### src/rtl/seq_det_event_window.sv
// Windowed event counter for a serial "101" detector pulse stream.
// Counts rising edges of det_in over windows of WINDOW_CYCLES RUN cycles,
// then spends one REPORT cycle publishing count, overflow and minimum spacing.
//
// Ports:
//   clk       in   system clock, rising edge
//   reset     in   asynchronous active-high reset
//   enable    in   level; high runs windows back-to-back, low aborts a window
//   clear     in   synchronous abort; returns to IDLE with report outputs reset
//   det_in    in   detector pulse (q_out of the upstream detector)
//   busy      out  high while in RUN or REPORT
//   win_valid out  one-cycle pulse while the report outputs are fresh
//   win_count out  events in the completed window, saturating
//   win_ovf   out  an event arrived while the count was saturated
//   min_gap   out  minimum cycles between consecutive events (all-ones if < 2)
module seq_det_event_window #(
  parameter int unsigned CNT_W         = 8,
  parameter int unsigned GAP_W         = 8,
  parameter int unsigned WIN_W         = 16,
  parameter int unsigned WINDOW_CYCLES = 100
) (
  input  logic             clk,
  input  logic             reset,
  input  logic             enable,
  input  logic             clear,
  input  logic             det_in,
  output logic             busy,
  output logic             win_valid,
  output logic [CNT_W-1:0] win_count,
  output logic             win_ovf,
  output logic [GAP_W-1:0] min_gap
);

  localparam logic [CNT_W-1:0] CNT_MAX    = '1;
  localparam logic [GAP_W-1:0] GAP_MAX    = '1;
  localparam logic [WIN_W-1:0] TIMER_LAST = WIN_W'(WINDOW_CYCLES - 1);

  typedef enum logic [1:0] {
    S_IDLE   = 2'd0,
    S_RUN    = 2'd1,
    S_REPORT = 2'd2
  } state_t;

  state_t             r_state;
  logic               r_det_d;
  logic [WIN_W-1:0]   r_timer;
  logic [CNT_W-1:0]   r_cnt;
  logic               r_ovf;
  logic [GAP_W-1:0]   r_gap;
  logic               r_have_prev;
  logic [GAP_W-1:0]   r_mgap;
  logic               r_busy;
  logic               r_win_valid;
  logic [CNT_W-1:0]   r_win_count;
  logic               r_win_ovf;
  logic [GAP_W-1:0]   r_min_gap;

  logic               w_rise;
  logic [GAP_W-1:0]   w_gap_inc;
  logic [CNT_W-1:0]   w_cnt_run;
  logic               w_ovf_run;
  logic [GAP_W-1:0]   w_gap_run;
  logic               w_have_run;
  logic [GAP_W-1:0]   w_mgap_run;

  state_t             w_state_nxt;
  logic [WIN_W-1:0]   w_timer_nxt;
  logic [CNT_W-1:0]   w_cnt_nxt;
  logic               w_ovf_nxt;
  logic [GAP_W-1:0]   w_gap_nxt;
  logic               w_have_nxt;
  logic [GAP_W-1:0]   w_mgap_nxt;
  logic               w_busy_nxt;
  logic               w_win_valid_nxt;
  logic [CNT_W-1:0]   w_win_count_nxt;
  logic               w_win_ovf_nxt;
  logic [GAP_W-1:0]   w_min_gap_nxt;

  assign w_rise = det_in & ~r_det_d;

  // Per-cycle window statistics update while a window is running.
  always_comb begin
    w_gap_inc  = (r_gap == GAP_MAX) ? GAP_MAX : r_gap + GAP_W'(1);
    w_cnt_run  = r_cnt;
    w_ovf_run  = r_ovf;
    w_gap_run  = r_gap;
    w_have_run = r_have_prev;
    w_mgap_run = r_mgap;
    if (w_rise) begin
      if (r_cnt == CNT_MAX) begin
        w_ovf_run = 1'b1;
      end else begin
        w_cnt_run = r_cnt + CNT_W'(1);
      end
      // gap counts cycles since the previous event, so spacing is gap+1
      if (r_have_prev && (w_gap_inc < r_mgap)) begin
        w_mgap_run = w_gap_inc;
      end
      w_gap_run  = '0;
      w_have_run = 1'b1;
    end else if (r_have_prev) begin
      w_gap_run = w_gap_inc;
    end
  end

  // Next-state and next-output logic.
  always_comb begin
    w_state_nxt     = r_state;
    w_timer_nxt     = r_timer;
    w_cnt_nxt       = r_cnt;
    w_ovf_nxt       = r_ovf;
    w_gap_nxt       = r_gap;
    w_have_nxt      = r_have_prev;
    w_mgap_nxt      = r_mgap;
    w_win_valid_nxt = 1'b0;
    w_win_count_nxt = r_win_count;
    w_win_ovf_nxt   = r_win_ovf;
    w_min_gap_nxt   = r_min_gap;

    case (r_state)
      S_IDLE: begin
        w_timer_nxt = '0;
        w_cnt_nxt   = '0;
        w_ovf_nxt   = 1'b0;
        w_gap_nxt   = '0;
        w_have_nxt  = 1'b0;
        w_mgap_nxt  = GAP_MAX;
        if (enable) begin
          w_state_nxt = S_RUN;
        end
      end
      S_RUN: begin
        if (!enable) begin
          w_state_nxt = S_IDLE;
        end else begin
          w_timer_nxt = r_timer + WIN_W'(1);
          w_cnt_nxt   = w_cnt_run;
          w_ovf_nxt   = w_ovf_run;
          w_gap_nxt   = w_gap_run;
          w_have_nxt  = w_have_run;
          w_mgap_nxt  = w_mgap_run;
          // Last RUN cycle: publish stats including this cycle's event
          if (r_timer == TIMER_LAST) begin
            w_state_nxt     = S_REPORT;
            w_win_valid_nxt = 1'b1;
            w_win_count_nxt = w_cnt_run;
            w_win_ovf_nxt   = w_ovf_run;
            w_min_gap_nxt   = w_mgap_run;
          end
        end
      end
      S_REPORT: begin
        // Fresh window starts here; an event now is its first event
        w_timer_nxt = '0;
        w_cnt_nxt   = CNT_W'(w_rise);
        w_ovf_nxt   = 1'b0;
        w_gap_nxt   = '0;
        w_have_nxt  = w_rise;
        w_mgap_nxt  = GAP_MAX;
        w_state_nxt = enable ? S_RUN : S_IDLE;
      end
      default: begin
        w_state_nxt = S_IDLE;
      end
    endcase

    if (clear) begin
      w_state_nxt     = S_IDLE;
      w_timer_nxt     = '0;
      w_cnt_nxt       = '0;
      w_ovf_nxt       = 1'b0;
      w_gap_nxt       = '0;
      w_have_nxt      = 1'b0;
      w_mgap_nxt      = GAP_MAX;
      w_win_valid_nxt = 1'b0;
      w_win_count_nxt = '0;
      w_win_ovf_nxt   = 1'b0;
      w_min_gap_nxt   = GAP_MAX;
    end

    w_busy_nxt = (w_state_nxt != S_IDLE);
  end

  // State and output registers.
  always_ff @(posedge clk or posedge reset) begin
    if (reset) begin
      r_state     <= S_IDLE;
      r_det_d     <= 1'b0;
      r_timer     <= '0;
      r_cnt       <= '0;
      r_ovf       <= 1'b0;
      r_gap       <= '0;
      r_have_prev <= 1'b0;
      r_mgap      <= GAP_MAX;
      r_busy      <= 1'b0;
      r_win_valid <= 1'b0;
      r_win_count <= '0;
      r_win_ovf   <= 1'b0;
      r_min_gap   <= GAP_MAX;
    end else begin
      r_state     <= w_state_nxt;
      r_det_d     <= det_in;
      r_timer     <= w_timer_nxt;
      r_cnt       <= w_cnt_nxt;
      r_ovf       <= w_ovf_nxt;
      r_gap       <= w_gap_nxt;
      r_have_prev <= w_have_nxt;
      r_mgap      <= w_mgap_nxt;
      r_busy      <= w_busy_nxt;
      r_win_valid <= w_win_valid_nxt;
      r_win_count <= w_win_count_nxt;
      r_win_ovf   <= w_win_ovf_nxt;
      r_min_gap   <= w_min_gap_nxt;
    end
  end

  assign busy      = r_busy;
  assign win_valid = r_win_valid;
  assign win_count = r_win_count;
  assign win_ovf   = r_win_ovf;
  assign min_gap   = r_min_gap;

endmodule

### config.mk
export PLATFORM = sky130hd
export DESIGN_NAME = seq_det_event_window
export DESIGN_NICKNAME = d
export VERILOG_FILES = /design/src/rtl/seq_det_event_window.sv
export SDC_FILE = /design/constraint.sdc
export NUM_CORES = 1
export LEC_CHECK = 0
export BUFFER_PORTS_ARGS = -buffer_cell sky130_fd_sc_hd__buf_2
export CAP_MARGIN = 20
export CELL_PAD_IN_SITES_DETAIL_PLACEMENT = 1
export CELL_PAD_IN_SITES_GLOBAL_PLACEMENT = 2
export CORE_MARGIN = 5
export CORE_UTILIZATION = 42
export CTS_CLUSTER_SIZE = 28
export DETAILED_ROUTE_END_ITERATION = 6
export GPL_ROUTABILITY_DRIVEN = 0
export PLACE_DENSITY_LB_ADDON = 0.1
export SLEW_MARGIN = 25
export SYNTH_ARGS = -nofsm -noshare
export SYNTH_HDL_FRONTEND = slang
export SYNTH_SLANG_ARGS = --single-unit
### constraint.sdc
create_clock -name clk -period 4.7 [get_ports clk]
set_clock_uncertainty 0.1 [all_clocks]
set_input_delay 0.94 -clock clk [delete_from_list [all_inputs] [get_ports clk]]
set_output_delay 0.94 -clock clk [all_outputs]
set_load 0.005 [all_outputs]
==> results by group, run 1 <==
Clock tree
  • Clk sinks: 64
  • Clock latency on the worst-skew pair: 340 ps
  • CTS HTree Levels: 3
  • Number of buffers inserted to repair setup after CTS: 0
  • Clock transition at the register clock pins on the worst setup and hold paths after CTS: 80 ps
  • CTS tree: yes
  • Cts repair resizes: 0
  • Number of hold buffers added after CTS: 0
  • TritonCTS Buffers: 9
  • Max Buffers Root-to-Sink: 2
  • Root Buffer: sky130_fd_sc_hd__clkbuf_8

Die
  • Height of the die: 101 microns
  • DIE AREA: 10,300 sq um
  • Die width: 101 microns
  • Starting Density: 0.430
  • Number of core rows: 33
  • Area of the placeable core: 8180 sq um
  • IO Pins: 24

Worst setup path
  • Register-to-register path setup slack: 1290 ps
  • Worst Reg2Reg Path Length in Cells: 10
  • Critical path fanouts, max: 18
  • Critical path's slowest cell: sky130_fd_sc_hd__a211o_1
  • Most frequent CP cell: sky130_fd_sc_hd__ha_1
  • Startpoint type of the worst setup path: flip-flop
  • Data required time of the critical path: 4880 ps
  • Data arrival time of the critical path: 3590 ps
  • List of cells traversed by the critical path: ha_1 -> and4_4 -> nand4_1 -> nand3_1 -> ha_1 -> o21ai_0 -> a211oi_1 -> a211o_1 -> or2_0 -> o22a_1
  • Worst setup EP type: flip-flop
  • Critical path depth: 10
  • Category of cells accounting for the largest share of critical-path delay: simple AND/OR/NAND/NOR gates
  • Critical Path Max Stage Delay: 530 ps
  • Crit path buf inv count: 0
  • Path type of the worst setup path: flip-flop to flip-flop

GRT
  • Met1 usage: 0.261
  • Overall global routing resource usage: 0.182
  • Total global routing overflow: 0
  • Routing layer with the top usage in global route: met2
  • Global-route wire length before repair: 14.9 mm
  • Via count of the first global-routing pass: 2,908
  • Global-route track usage on met2: 0.283
  • Number of antenna violations at the first check in global routing: 0
  • Met3 track demand over resource: 0.0255
  • Pin count of the biggest net entering global routing: 52

Route
  • Average vias per placed instance: 5.66
  • Residual antenna-violating net count after detailed routing: 0
  • Violation count after the first detailed-routing iteration: 107
  • Routed via count: 2,807
  • Number of remaining DRC errors: 0
  • Router iterations before antenna repair: 4
  • Post-DR wirelength/cell: 17.3 microns
  • Total wire length after detailed routing: 8.57 mm

Layout
  • Synthesis-to-finish area growth: 11.6%
  • Final nets: 405
  • Post-layout util: 0.480
  • Share of cells above drive strength 1: 0.176
  • Number of antenna cells inserted: 0

Timing
  • Maximum clock rate: 0.293 GHz
  • Actual transition at the worst max-transition pin: 875 ps
  • Final number of max-transition violations: 0
  • Total Neg Setup Slack: 0 ps
  • Setup-failing EPs final: 0
  • Fin crit share: 0.726
  • Post-route setup slack: 1290 ps
  • Relative max-transition margin: 0.414
  • Endpoints failing hold: 0
  • Unrepaired setup endpoints after global routing: false
  • Final critical path time including I/O delays and setup: 3410 ps

Yosys
  • FF+latch count, synth: 64
  • Async set-reset flop share out of synthesis: 1.00
  • Fraction of the yosys area taken by sequential cells: 0.461
  • Most frequently used flop master after synthesis: sky130_fd_sc_hd__dfrtp_1
  • Synth warn: 0
  • Nets in the synthesized netlist: 387
  • Cell area after technology mapping: 3510 sq um
  • Average size of a mapped cell: 9.55 sq um
  • Count of flip-flops with a built-in enable after synthesis: 0
  • Number of distinct library cells after synthesis: 51
  • Post-Synthesis Cells: 368

Placement
  • Quantity of I/O buffers inserted on ports: 23
  • Worst slack, placed: 1330 ps
  • HPWL after detailed placement: 6.13 mm

Min path
  • Path category of the worst min-delay check: flip-flop to flip-flop
  • Number of cells on the worst hold path: 2

Power and ir drop
  • Worst IR drop on VDD: 130 uV
  • Power per cell area: 295 nW/um^2
  • Static leakage: 1.68 nW
  • Total design power: 1.16 mW

Flow run
  • Max-cap violations: 0

Run status
  • Result of the run: finished, final reports clean
metrics by stage:
| step | cells | hold WS [ps] | cell area [sq um] |
|---|---|---|---|
| after detailed placement | 480 | 398 | 3700 |
| final | 496 | 408 | 3920 |
| after floorplan | 368 | 364 | 3510 |
| after global routing | 496 | 440 | 3920 |
| after global placement | 480 | 379 | 3690 |
| after CTS | 496 | 419 | 3920 |
path summary, 6_finish.rpt:
| path | from | end |
|---|---|---|
| max in group asynchronous | reset | r_cnt[4] |
| min in group asynchronous | reset | r_ovf |
| max | r_gap[0] | r_mgap[2] |
| max reg2reg | r_gap[0] | r_mgap[2] |
| min | r_ovf | r_ovf |
| min reg2reg | r_ovf | r_ovf |
synthesized netlist by cell type, types with 11 or more instances:
library cell | number | area share
sky130_fd_sc_hd__xnor2_1 | 12 | 0.030
sky130_fd_sc_hd__dfstp_2 | 16 | 0.12
sky130_fd_sc_hd__o21ai_0 | 18 | 0.026
sky130_fd_sc_hd__dfrtp_1 | 48 | 0.34
sky130_fd_sc_hd__nor3_1 | 16 | 0.023
sky130_fd_sc_hd__a21oi_1 | 23 | 0.033
sky130_fd_sc_hd__ha_1 | 14 | 0.050
sky130_fd_sc_hd__nor2_1 | 24 | 0.026
sky130_fd_sc_hd__nand2_1 | 32 | 0.034
sky130_fd_sc_hd__inv_1 | 16 | 0.017
sky130_fd_sc_hd__nand3_1 | 16 | 0.023
sky130_fd_sc_hd__a22o_1 | 11 | 0.027
sky130_fd_sc_hd__clkbuf_1 | 11 | 0.012
logic make-up (layout without fill, tap and decap cells):
logic type | after synthesis | after routing | share of synthesized area
multiplexers | 6 | 6 | 0.0185
XOR/XNOR | 17 | 17 | 0.0424
AO/OA/AOI/OAI | 94 | 94 | 0.180
adder cells (fa/ha/maj) | 14 | 14 | 0.0498
AND/OR/NAND/NOR | 138 | 138 | 0.205
buffers and inverters | 35 | 58 | 0.0434
flip-flops | 64 | 64 | 0.461
final cells by class:
cell class | instances | area, sq um
Fill cell | 940 | 4250
Clock inverter | 7 | 103
Clock buffer | 9 | 124
Timing Repair Buffer | 26 | 138
Sequential cell | 64 | 1620
Inverter | 16 | 62.6
Tap cell | 105 | 131
Multi-Input combinational cell | 269 | 1740
cells in the final DEF (no fill, tap or decap), types with 4 or more instances in the layout:
master / Yosys / layout
sky130_fd_sc_hd__nor4_1: 8 / 8
sky130_fd_sc_hd__mux2_2: 4 / 4
sky130_fd_sc_hd__dfrtp_1: 48 / 48
sky130_fd_sc_hd__o31ai_1: 4 / 4
sky130_fd_sc_hd__nand4_1: 6 / 6
sky130_fd_sc_hd__or3_1: 4 / 4
sky130_fd_sc_hd__o21ai_0: 18 / 18
sky130_fd_sc_hd__ha_1: 14 / 14
sky130_fd_sc_hd__xor2_1: 5 / 5
sky130_fd_sc_hd__clkbuf_8: 0 / 9
sky130_fd_sc_hd__o211ai_1: 6 / 6
sky130_fd_sc_hd__dfstp_2: 16 / 16
sky130_fd_sc_hd__a211oi_1: 6 / 6
sky130_fd_sc_hd__nor2_1: 24 / 23
sky130_fd_sc_hd__nor3_1: 16 / 16
sky130_fd_sc_hd__a22o_1: 11 / 11
sky130_fd_sc_hd__a21oi_1: 23 / 23
sky130_fd_sc_hd__nand2b_1: 5 / 5
sky130_fd_sc_hd__nor4b_1: 4 / 4
sky130_fd_sc_hd__o22a_1: 8 / 8
sky130_fd_sc_hd__nand3_1: 16 / 16
sky130_fd_sc_hd__buf_2: 5 / 23
sky130_fd_sc_hd__nand2_1: 32 / 32
sky130_fd_sc_hd__xnor2_1: 12 / 12
sky130_fd_sc_hd__inv_1: 16 / 15
metal layers:
metal	wire length, microns	vias to the layer above	part of all wire
li1	-	1382	-
met4	133	0	0.016
met2	3940	40	0.46
met3	307	12	0.036
met5	0	-	0
met1	4190	1373	0.49
state kept, by name, summed over array words and instances (netlist names):
register     count
r_ovf            1
busy             1
r_state          2
r_timer         16
win_count        8
win_valid        1
r_mgap           8
win_ovf          1
min_gap          8
r_cnt            8
r_gap            8
r_have_prev      1
r_det_d          1
worst register-to-register path, cell delays in order, from the launching register on:
cell                       delay [ps]
sky130_fd_sc_hd__dfrtp_1          440
sky130_fd_sc_hd__ha_1             290
sky130_fd_sc_hd__and4_4           240
sky130_fd_sc_hd__nand4_1          180
sky130_fd_sc_hd__nand3_1          210
sky130_fd_sc_hd__ha_1             380
sky130_fd_sc_hd__o21ai_0           90
sky130_fd_sc_hd__a211oi_1         240
sky130_fd_sc_hd__a211o_1          530
sky130_fd_sc_hd__or2_0            450
sky130_fd_sc_hd__o22a_1           210
where the power goes:
part	total, mW	switching [mW]	internal (mW)
Clock	0.539	0.235	0.304
Combinational	0.0599	0.0450	0.0149
Sequential	0.557	0.00270	0.554
Total	1.16	0.283	0.873
No activity file was read; power rests on OpenSTA's default activity.
==> run 2, diff against run 1 <==
--- a/config.mk
+++ b/config.mk
@@ -10,7 +10,7 @@
 export CELL_PAD_IN_SITES_DETAIL_PLACEMENT = 1
 export CELL_PAD_IN_SITES_GLOBAL_PLACEMENT = 2
 export CORE_MARGIN = 5
-export CORE_UTILIZATION = 42
+export CORE_UTILIZATION = 39
 export CTS_CLUSTER_SIZE = 28
 export DETAILED_ROUTE_END_ITERATION = 6
 export GPL_ROUTABILITY_DRIVEN = 0
==> constraint.sdc (replaced) <==
create_clock -name clk -period 3.4 [get_ports clk]
set_clock_uncertainty 0.1 [all_clocks]
set_input_delay 0.68 -clock clk [delete_from_list [all_inputs] [get_ports clk]]
set_output_delay 0.68 -clock clk [all_outputs]
set_load 0.005 [all_outputs]
==> results by group, run 2 (synthesis results as in run 1) <==
Run status
  • Result of the run: finished, final reports clean

Die
  • IO Pins: 24
  • Die width: 105 microns
  • Height of the die: 105 microns
  • DIE AREA: 11,000 sq um
  • Starting Density: 0.401
  • Number of core rows: 34
  • Area of the placeable core: 8760 sq um

Worst setup path
  • Critical Path Max Stage Delay: 440 ps
  • Path type of the worst setup path: flip-flop to flip-flop
  • Worst setup EP type: flip-flop
  • Critical path's slowest cell: sky130_fd_sc_hd__dfrtp_1
  • Data arrival time of the critical path: 3300 ps
  • Startpoint type of the worst setup path: flip-flop
  • List of cells traversed by the critical path: ha_1 -> and4_4 -> nand4_1 -> nand3_1 -> ha_1 -> a21oi_1 -> o22ai_1 -> a211o_1 -> or2_0 -> o22a_1
  • Most frequent CP cell: sky130_fd_sc_hd__ha_1
  • Category of cells accounting for the largest share of critical-path delay: simple AND/OR/NAND/NOR gates
  • Critical path fanouts, max: 8
  • Crit path buf inv count: 0
  • Data required time of the critical path: 3560 ps
  • Crit Reg-Reg Startpoint: r_gap[0]
  • Critical path origin: r_gap[0]

GRT
  • Overall global routing resource usage: 0.168
  • Number of antenna violations at the first check in global routing: 0
  • Via count of the first global-routing pass: 2,985
  • Pin count of the biggest net entering global routing: 45
  • Global-route wire length before repair: 15.5 mm
  • Total global routing overflow: 0

Layout
  • Largest register FFs: 16
  • Number of antenna cells inserted: 0
  • Final nets: 410
  • Synthesis-to-finish area growth: 12.2%
  • Most common cell after layout, fill and taps aside: sky130_fd_sc_hd__dfrtp_1
  • Reg with most FFs: r_timer
  • Share of cells above drive strength 1: 0.187
  • Final Instance Area: 3940 sq um
  • Filler instances: 1,014
  • Commonest non-fill, non-tap cells in the layout: sky130_fd_sc_hd__dfrtp_1, sky130_fd_sc_hd__nand2_1, sky130_fd_sc_hd__a21oi_1, sky130_fd_sc_hd__nor2_1, sky130_fd_sc_hd__buf_2

Power and ir drop
  • Total design power: 1.50 mW
  • Power per cell area: 381 nW/um^2
  • Static leakage: 1.70 nW
  • Worst IR drop on VDD: 188 uV

Timing
  • Unrepaired setup endpoints after global routing: false
  • Total Neg Setup Slack: 0 ps
  • Fin crit share: 0.923
  • Hold slack final: 258 ps
  • Final critical path time including I/O delays and setup: 3140 ps
  • Endpoints failing hold: 0
  • Relative max-transition margin: 0.568
  • Setup-failing EPs final: 0
  • Maximum clock rate: 0.318 GHz
  • Actual transition at the worst max-transition pin: 646 ps
  • Final number of max-transition violations: 0

Clock tree
  • Clock transition at the register clock pins on the worst setup and hold paths after CTS: 80 ps
  • Root Buffer: sky130_fd_sc_hd__clkbuf_8
  • CTS tree: yes
  • Number of hold buffers added after CTS: 0
  • Clock latency on the worst-skew pair: 330 ps
  • Number of buffers inserted to repair setup after CTS: 0
  • Cts repair resizes: 0
  • Max Buffers Root-to-Sink: 2
  • CTS HTree Levels: 3
  • TritonCTS Buffers: 9
  • Clk sinks: 64

Route
  • Residual antenna-violating net count after detailed routing: 0
  • Average vias per placed instance: 5.69
  • Total wire length after detailed routing: 8.73 mm
  • Violation count after the first detailed-routing iteration: 50
  • Post-DR wirelength/cell: 17.3 microns
  • Routed via count: 2,868
  • Router iterations before antenna repair: 4
  • Number of remaining DRC errors: 0

Placement
  • Quantity of I/O buffers inserted on ports: 23
  • HPWL after detailed placement: 6.25 mm
  • Area post-placement: 3750 sq um

Flow run
  • Max-cap violations: 0

Min path
  • Path category of the worst min-delay check: input port to async pin
[run 2: changes by cell type in the layout (fill, tap and decap cells not counted), sizes merged]
cell,change
inv,-2
clkinv,+2
clkinvlp,+1
buf,+5
bufinv,-1
[run 2: routing by layer]
layer / share of wire / up-vias / GRT usage
met1: 0.49 / 1439 / 0.245
met2: 0.47 / 38 / 0.257
met4: 0.0022 / 0 / 0.0301
met5: 0 / - / 0
met3: 0.035 / 2 / 0.0432
li1: - / 1389 / -
[run 2: cell type report]
class                           count  area [sq um]  area share
Tap cell                          108           135      0.0343
Timing Repair Buffer               31           188      0.0476
Multi-Input combinational cell    269          1740       0.442
Clock inverter                      7          72.6      0.0184
Clock buffer                        9           124      0.0314
Inverter                           16          60.1      0.0152
Sequential cell                    64          1620       0.411
[run 2: path summary, 6_finish.rpt]
check	endpoint	cells past startpoint	slack (ps)
max	r_mgap[5]	10	260
min	win_valid	2	260
max reg2reg	r_mgap[5]	10	260
min reg2reg	r_ovf	2	410
max in group asynchronous	r_mgap[7]	3	2280
min in group clk	r_ovf	2	410
[run 2: metrics by stage]
stage	std cells	util	worst slack, ps
finish	504	0.450	260
global placement	488	0.428	423
CTS	504	0.450	281
global route	504	0.450	12.9
detailed placement	488	0.428	312
floorplan	368	-	618
[run 2: power by group]
group	switching [mW]	total, mW	internal [mW]
registers	0.00369	0.769	0.766
logic	0.0630	0.0872	0.0241
clock network	0.310	0.648	0.338
total	0.376	1.50	1.13
[run 2: worst register-to-register path: stages, from the launching register on]
cell and delay, ps:
sky130_fd_sc_hd__dfrtp_1 440, sky130_fd_sc_hd__ha_1 260, sky130_fd_sc_hd__and4_4 280, sky130_fd_sc_hd__nand4_1 200, sky130_fd_sc_hd__nand3_1 260, sky130_fd_sc_hd__ha_1 310
sky130_fd_sc_hd__a21oi_1 160, sky130_fd_sc_hd__o22ai_1 110, sky130_fd_sc_hd__a211o_1 280, sky130_fd_sc_hd__or2_0 390, sky130_fd_sc_hd__o22a_1 280
==> run 3, diff against run 2 <==
--- a/config.mk
+++ b/config.mk
@@ -15,6 +15,7 @@
 export DETAILED_ROUTE_END_ITERATION = 6
 export GPL_ROUTABILITY_DRIVEN = 0
 export PLACE_DENSITY_LB_ADDON = 0.1
+export REMOVE_ABC_BUFFERS = 1
 export SLEW_MARGIN = 25
 export SYNTH_ARGS = -nofsm -noshare
 export SYNTH_HDL_FRONTEND = slang
==> results by group, run 3 (synthesis results as in run 1) <==
Clock tree
  • Clock latency on the worst-skew pair: 340 ps
  • TritonCTS Buffers: 9
  • Clk sinks: 64
  • CTS tree: yes
  • Cts repair resizes: 0
  • Clock transition at the register clock pins on the worst setup and hold paths after CTS: 70 ps
  • Number of buffers inserted to repair setup after CTS: 0
  • Max Buffers Root-to-Sink: 2
  • CTS HTree Levels: 3
  • Number of hold buffers added after CTS: 0
  • Root Buffer: sky130_fd_sc_hd__clkbuf_8

Placement
  • Number of cells after detailed placement: 488
  • Area post-placement: 3730 sq um
  • Quantity of I/O buffers inserted on ports: 23
  • HPWL after detailed placement: 6.33 mm

Route
  • Post-DR wirelength/cell: 18.0 microns
  • Total wire length after detailed routing: 9.09 mm
  • Router iterations before antenna repair: 4
  • Violation count after the first detailed-routing iteration: 78
  • Residual antenna-violating net count after detailed routing: 0
  • Number of remaining DRC errors: 0
  • Average vias per placed instance: 5.67
  • Routed via count: 2,857

GRT
  • Pin count of the biggest net entering global routing: 65
  • Via count of the first global-routing pass: 3,119
  • Overall global routing resource usage: 0.170
  • Number of antenna violations at the first check in global routing: 0
  • Total global routing overflow: 0
  • Global-route wire length before repair: 15.5 mm

Timing
  • Fin crit share: 0.922
  • Unrepaired setup endpoints after global routing: false
  • Final critical path time including I/O delays and setup: 3130 ps
  • Setup-failing EPs final: 0
  • Final number of max-transition violations: 0
  • Actual transition at the worst max-transition pin: 827 ps
  • Hold slack final: 399 ps
  • Relative max-transition margin: 0.449
  • Maximum clock rate: 0.319 GHz
  • Total Neg Setup Slack: 0 ps
  • Endpoints failing hold: 0

Worst setup path
  • Most frequent CP cell: sky130_fd_sc_hd__ha_1
  • List of cells traversed by the critical path: ha_1 -> and4_4 -> nand4_1 -> nand3_1 -> ha_1 -> o21ai_0 -> a211oi_1 -> a211o_1 -> buf_4 -> nor4_1 -> a311oi_1
  • Path type of the worst setup path: flip-flop to flip-flop
  • Category of cells accounting for the largest share of critical-path delay: compound AO/OA/AOI/OAI gates
  • Critical path's slowest cell: sky130_fd_sc_hd__dfrtp_1
  • Crit path buf inv count: 1
  • Critical Path Max Stage Delay: 440 ps
  • Worst setup EP type: flip-flop
  • Data required time of the critical path: 3530 ps
  • Critical path fanouts, max: 14
  • Startpoint type of the worst setup path: flip-flop
  • Data arrival time of the critical path: 3270 ps

Layout
  • Commonest non-fill, non-tap cells in the layout: sky130_fd_sc_hd__dfrtp_1, sky130_fd_sc_hd__nand2_1, sky130_fd_sc_hd__a21oi_1, sky130_fd_sc_hd__nor2_1, sky130_fd_sc_hd__buf_2
  • Share of cells above drive strength 1: 0.182
  • Largest register FFs: 16
  • Most common cell after layout, fill and taps aside: sky130_fd_sc_hd__dfrtp_1
  • Synthesis-to-finish area growth: 11.7%
  • Final Instance Area: 3930 sq um
  • Cell Count, Final, Fillers Out: 504
  • Reg with most FFs: r_timer
  • Number of antenna cells inserted: 0
  • Final nets: 410

Min path
  • Path category of the worst min-delay check: input port to flip-flop

Die
  • Area of the placeable core: 8760 sq um
  • IO Pins: 24
  • Height of the die: 105 microns
  • Die width: 105 microns
  • Starting Density: 0.401
  • Number of core rows: 34
  • DIE AREA: 11,000 sq um

Flow run
  • Max-cap violations: 0

Power and ir drop
  • Power per cell area: 385 nW/um^2
  • Static leakage: 1.70 nW
  • Worst IR drop on VDD: 197 uV

Run status
  • Result of the run: finished, final reports clean
[run 3: per-stage QoR]
step           power [mW]   util  setup slack, ps
6_report             1.51  0.448              266
5_1_grt              1.57  0.448             53.7
3_3_place_gp        0.870  0.426              387
4_1_cts              1.53  0.448              281
3_5_place_dp        0.871  0.426              307
2_1_floorplan       0.834      -              516
[run 3: power breakdown]
part / leakage [nW] / internal, mW / switching [mW]
sequential: 0.834 / 0.766 / 0.00389
clock: 0.100 / 0.356 / 0.301
combinational: 0.761 / 0.0225 / 0.0631
[run 3: cell type report]
cell class                      instances  area (sq um)
Timing Repair Buffer                   31           175
Clock buffer                           12           145
Inverter                               16          60.1
Sequential cell                        64          1620
Tap cell                              108           135
Multi-Input combinational cell        269          1740
Clock inverter                          4          45.0
Fill cell                            1010          4840
[run 3: worst reg2reg max path, cell delays in order (launching register included)]
cell                       delay (ps)
sky130_fd_sc_hd__dfrtp_1          440
sky130_fd_sc_hd__ha_1             290
sky130_fd_sc_hd__and4_4           240
sky130_fd_sc_hd__nand4_1          170
sky130_fd_sc_hd__nand3_1          200
sky130_fd_sc_hd__ha_1             360
sky130_fd_sc_hd__o21ai_0          100
sky130_fd_sc_hd__a211oi_1         260
sky130_fd_sc_hd__a211o_1          250
sky130_fd_sc_hd__buf_4            240
sky130_fd_sc_hd__nor4_1            80
sky130_fd_sc_hd__a311oi_1         300
[run 3: worst paths after layout]
check / slack (ps) / to / from / depth (start not counted)
setup / recovery: 270 / min_gap[4] / r_gap[0] / 11
hold / removal: 400 / r_det_d / det_in / 1
setup reg to reg: 270 / min_gap[4] / r_gap[0] / 11
hold reg to reg: 410 / r_ovf / r_ovf / 2
max in group asynchronous: 2170 / r_cnt[0] / reset / 3
min in group asynchronous: 500 / r_gap[3] / reset / 3
[run 3: routing by layer]
metal / routed length [microns] / share of wire / vias to the layer above / global-route usage
met5: 0 / 0 / - / 0
li1: - / - / 1390 / -
met1: 4480 / 0.49 / 1425 / 0.230
met2: 4290 / 0.47 / 32 / 0.285
met3: 217 / 0.024 / 10 / 0.0240
met4: 104 / 0.011 / 0 / 0.0447
